$ cat src/rtl/flush_redirect_ctrl.sv
// ============================================================================
// Module   : flush_redirect_ctrl
// Purpose  : Flush/redirect sequencer for WB exceptions, ERTN and refetch,
//            with in-flight instruction-request discard tracking.
// Revision : 1.0 - initial release
// ============================================================================
`default_nettype none

module flush_redirect_ctrl #(
  parameter int          CNT_W      = 2,
  parameter logic [5:0]  ECODE_TLBR = 6'h3F
) (
  input  logic        clk,
  input  logic        resetn,
  input  logic        wb_ex,
  input  logic [5:0]  wb_ecode,
  input  logic        ertn_flush,
  input  logic        wb_refetch_flush,
  input  logic [31:0] wb_pc,
  input  logic [31:0] csr_eentry,
  input  logic [31:0] csr_tlbrentry,
  input  logic [31:0] csr_era,
  output logic        flush_all,
  output logic        redirect_valid,
  output logic [31:0] redirect_pc,
  input  logic        redirect_ready,
  input  logic        inst_req_fire,
  input  logic        inst_resp_fire,
  output logic        inst_req_allow,
  output logic        inst_resp_discard,
  output logic        ctrl_busy
);

  typedef enum logic [1:0] {
    IDLE  = 2'd0,
    REDIR = 2'd1,
    DRAIN = 2'd2
  } state_t;

  localparam logic [CNT_W:0] MAX_OUT = (CNT_W+1)'((1 << CNT_W) - 1);

  state_t           state;
  logic [CNT_W-1:0] out_cnt;
  logic [CNT_W-1:0] discard_cnt;

  logic             any_event;
  logic             disc_now;
  logic             resp_to_out;
  logic [31:0]      target;
  logic [CNT_W-1:0] out_nxt;
  logic [CNT_W-1:0] discard_dec;
  logic [CNT_W-1:0] flush_discard;

  always_comb begin
    any_event   = wb_ex | ertn_flush | wb_refetch_flush;
    disc_now    = inst_resp_fire && (discard_cnt != '0);
    // A response with nothing outstanding is spurious and must not underflow.
    resp_to_out = inst_resp_fire && !disc_now && (out_cnt != '0);

    if (wb_ex)
      target = (wb_ecode == ECODE_TLBR) ? csr_tlbrentry : csr_eentry;
    else if (ertn_flush)
      target = csr_era;
    else
      target = wb_pc + 32'd4;

    out_nxt = out_cnt;
    if (inst_req_fire && !resp_to_out)
      out_nxt = out_cnt + CNT_W'(1);
    else if (!inst_req_fire && resp_to_out)
      out_nxt = out_cnt - CNT_W'(1);

    discard_dec   = discard_cnt - CNT_W'(disc_now);
    // Everything still in flight after this cycle becomes a discard.
    flush_discard = out_nxt + discard_dec;
  end

  always_ff @(posedge clk) begin
    if (!resetn) begin
      state          <= IDLE;
      out_cnt        <= '0;
      discard_cnt    <= '0;
      redirect_pc    <= 32'd0;
      redirect_valid <= 1'b0;
    end else if (any_event) begin
      state          <= REDIR;
      out_cnt        <= '0;
      discard_cnt    <= flush_discard;
      redirect_pc    <= target;
      redirect_valid <= 1'b1;
    end else begin
      out_cnt     <= out_nxt;
      discard_cnt <= discard_dec;
      case (state)
        REDIR: begin
          if (redirect_ready) begin
            redirect_valid <= 1'b0;
            state          <= (discard_dec != '0) ? DRAIN : IDLE;
          end
        end
        DRAIN: begin
          if (discard_dec == '0)
            state <= IDLE;
        end
        default: state <= IDLE;
      endcase
    end
  end

  assign flush_all         = any_event;
  assign inst_resp_discard = disc_now;
  assign ctrl_busy         = (state != IDLE);
  assign inst_req_allow    = (state == IDLE) &&
                             (({1'b0, out_cnt} + {1'b0, discard_cnt}) < MAX_OUT);

endmodule

`default_nettype wire

$ cat config.mk
export PLATFORM = sky130hd
export DESIGN_NAME = flush_redirect_ctrl
export DESIGN_NICKNAME = d
export VERILOG_FILES = /design/src/rtl/flush_redirect_ctrl.sv
export SDC_FILE = /design/constraint.sdc
export NUM_CORES = 1
export LEC_CHECK = 0
export CAP_MARGIN = 30
export CORE_MARGIN = 4
export CORE_UTILIZATION = 60
export DETAILED_ROUTE_END_ITERATION = 8
export DONT_BUFFER_PORTS = 1
export PLACE_DENSITY_LB_ADDON = 0.15
export SYNTH_ARGS = -nofsm -noshare
export SYNTH_HDL_FRONTEND = slang
export SYNTH_SLANG_ARGS = --single-unit
$ cat constraint.sdc
create_clock -name clk -period 4.1 [get_ports clk]
set_input_delay 0.41 -clock clk [delete_from_list [all_inputs] [get_ports clk]]
set_output_delay 0.41 -clock clk [all_outputs]
set_load 0.01 [all_outputs]
==> impl_metrics.tcl <==
set metrics [dict create \
    placed_area_mm2 0.00306 \
    coreArea_mm2 0.00482 \
    p_seq_frac 0.441 \
    async_flop_share 0 \
    dp_slack_ns 1.83 \
    via_count 3043 \
    gp_congestion 0.885 \
    avgSynthCellArea_um2 7.68 \
    die_h_um 79.4 \
    min_from "wb_refetch_flush" \
    cts-root-buf "clkbuf_8" \
    netSwitchingPower_mw 0.290 \
    area_delta_synth_final_pct 5.44 \
    worst-slew-pin-transition_ns 0.964 \
    hold_ws_ns 0.189 \
    hold_buffers 0 \
    tns_ns 0 \
    io_buffer_count 0 \
    multiInputGateArea_mm2 0.00215 \
    rrSetupSlack_ns 1.81 \
    synth_top_area_share 0.255 \
    period_minus_slack_ns 2.29 \
    ant_nets 0 \
    r2r-start "out_cnt[0]$_SDFF_PP0_" \
    cts_setup_buffers 0 \
    skew_ns 0.000830 \
    hold_class "primary input to flop" \
    synth_flop_cell "dfxtp_1" \
    fillers 453 \
    num_rows 25 \
    relSlewSlack 0.352 \
    comb_power_share 0.192 \
    synth.distinct_cells 55 \
    clk_pin_slew_ns 0.08 \
    rsz0062_at_grt "no" \
    grt_usage 0.287 \
    hold_viol 0 \
    h-tree-depth 2 \
    drtPass1Iterations 4 \
    synth_common_cells "dfxtp_1, nand2_1, a21oi_1, nor2_1, o21ai_0" \
    n_antenna_cell 0 \
    start_util 0.635 \
    end_kind "flop" \
    ys_warn_count 0 \
    first_iter_violations 200 \
    clockPowerShare 0.367 \
    overflow 0 \
    reg2reg_depth 7 \
    fmax_ghz 0.437 \
    synth-edff-count 0 \
    synth_fp_nets 546 \
    yosysMostFrequentCell "dfxtp_1" \
    nets 530 \
    maxSlewViolCount 0 \
    holdPathStages 1 \
    antenna_found_initial 0 \
    crit_fanout 4 \
    cp.required_ns 4.33 \
    syn_area_mm2 0.00306 \
    worst_ep_arrival_time_ns 2.51 \
    p_leak_nw 1.07 \
    grt_max_degree 50 \
    seq_area_um2 781 \
    cts_tree "built" \
    wl_mm 9.59 \
    wl_per_cell_um 21.3 \
    cts_buffer_depth 2 \
    reg2reg_to "discard_cnt[1]$_SDFF_PN0_" \
    fin_ws_ns 1.81 \
    power.density_mw_per_mm2 325 \
    cts_made_buffers 5 \
    outcome "finished clean" \
    grt_pass1_wl_mm 14.3 \
    yosysTopAreaCell "dfxtp_1" \
    hpwl_mm 7.11 \
    cts_sinks 39 \
    setup_violations 0 \
    fp.dieW_um 79.4 \
    synth_seq_cells 39 \
    startpoint_type "flop" \
    internal_power_mw 0.757 \
    final_area_mm2 0.00322 \
    cap_violations 0 \
    finalCritPeriodShare 0.558 \
    drive_gt1_frac 0.0679 \
    worstHoldEndpoint "out_cnt[1]$_SDFF_PP0_" \
    routed_via_density 6.76 \
    clkLatencyLatePin_ns 0.29 \
    path_class "flop to flop" \
    dieArea_mm2 0.00630 \
    ir_drop_v 0.000246 \
    io_pins 179 \
    grt_pass1_vias 2930 \
    p_sw_frac 0.277 \
    syn-instance-count 398 \
    cts_resized 0 \
    ys_seq_area_frac 0.255 \
    drc 0 \
    synth.area.top_cells "dfxtp_1, mux2i_1, a21oi_1" \
]
[layout make-up]
type                    count  share of cell area
clock buffers               6              0.0225
well taps                  67              0.0260
repair buffers              2              0.0109
inverters                  11              0.0128
clock inverters             2              0.0186
flip-flops and latches     39               0.242
multi-input cells         323               0.667
[critical path, cell delays in order (launching register included)]
cell	delay [ns]
dfxtp_1	0.40
inv_1	0.06
ha_1	0.19
or4b_1	0.55
maj3_1	0.38
a22oi_1	0.21
mux2i_1	0.25
mux2i_1	0.19
[how the worst max path moves through the flow]
stage,startpoint,endpoint,slack [ns]
CTS,out_cnt[1]$_SDFF_PP0_,discard_cnt[1]$_SDFF_PN0_,1.81
global placement,wb_pc[2],redirect_pc[24]$_SDFFE_PN0P_,1.87
global route,out_cnt[1]$_SDFF_PP0_,discard_cnt[1]$_SDFF_PN0_,1.67
floorplan,out_cnt[1]$_SDFF_PP0_,discard_cnt[1]$_SDFF_PN0_,1.94
finish,out_cnt[0]$_SDFF_PP0_,discard_cnt[1]$_SDFF_PN0_,1.81
detailed placement,wb_ecode[3],redirect_pc[28]$_SDFFE_PN0P_,1.83
[registers in the layout, indices dropped and copies added, names as in the netlist]
register / flops
state: 2
discard_cnt: 2
redirect_pc: 32
out_cnt: 2
redirect_valid: 1
[stage by stage]
stage | utilization | std cells | power, mW
2_1_floorplan | - | 398 | 0.639
3_3_place_gp | 0.636 | 441 | 0.660
3_5_place_dp | 0.636 | 441 | 0.669
4_1_cts | 0.663 | 449 | 1.05
5_1_grt | 0.669 | 450 | 1.10
6_report | 0.669 | 450 | 1.05
[cells by family after synthesis]
| logic type | synth area share |
|---|---|
| buffers and inverters | 0.0454 |
| AND/OR/NAND/NOR | 0.237 |
| flip-flops | 0.255 |
| adder cells (fa/ha/maj) | 0.0303 |
| AO/OA/AOI/OAI | 0.262 |
| multiplexers | 0.112 |
| XOR/XNOR | 0.0573 |
[per-layer routing]
layer	vias up	track usage	wire length, um	part of all wire
met3	13	0.0926	1040	0.11
met1	1414	0.339	3760	0.39
met2	163	0.503	4670	0.49
li1	1453	-	-	-
met4	0	0.0670	114	0.012
met5	-	0	0	0
[power groups by stage]
stage	logic, mW	registers, mW	clock network [mW]
after floorplan	0.181	0.458	0
after global placement	0.193	0.468	0
after detailed placement	0.199	0.470	0
after CTS	0.200	0.461	0.387
after global routing	0.229	0.466	0.403
final	0.201	0.461	0.384
[placed cells by master, fill, tap and decap left out, types with 4 or more instances in the layout]
cell type | netlist | routed
a211oi_1 | 10 | 10
or4_1 | 4 | 4
nand4_1 | 9 | 9
nand2_1 | 35 | 35
mux2i_1 | 23 | 23
xor2_1 | 11 | 11
and2_1 | 6 | 6
mux2_2 | 10 | 10
ha_1 | 5 | 5
a22oi_1 | 7 | 7
inv_1 | 9 | 9
o221ai_1 | 5 | 5
a21oi_1 | 30 | 30
o21ai_0 | 26 | 26
clkbuf_8 | 0 | 5
nor2b_1 | 5 | 5
o211ai_1 | 6 | 6
o21a_1 | 8 | 8
xnor2_1 | 9 | 9
nor2_1 | 28 | 27
dfxtp_1 | 39 | 39
and4_1 | 4 | 4
nand3_1 | 21 | 21
nor3_1 | 12 | 11
(Power assumes the default switching activity.)
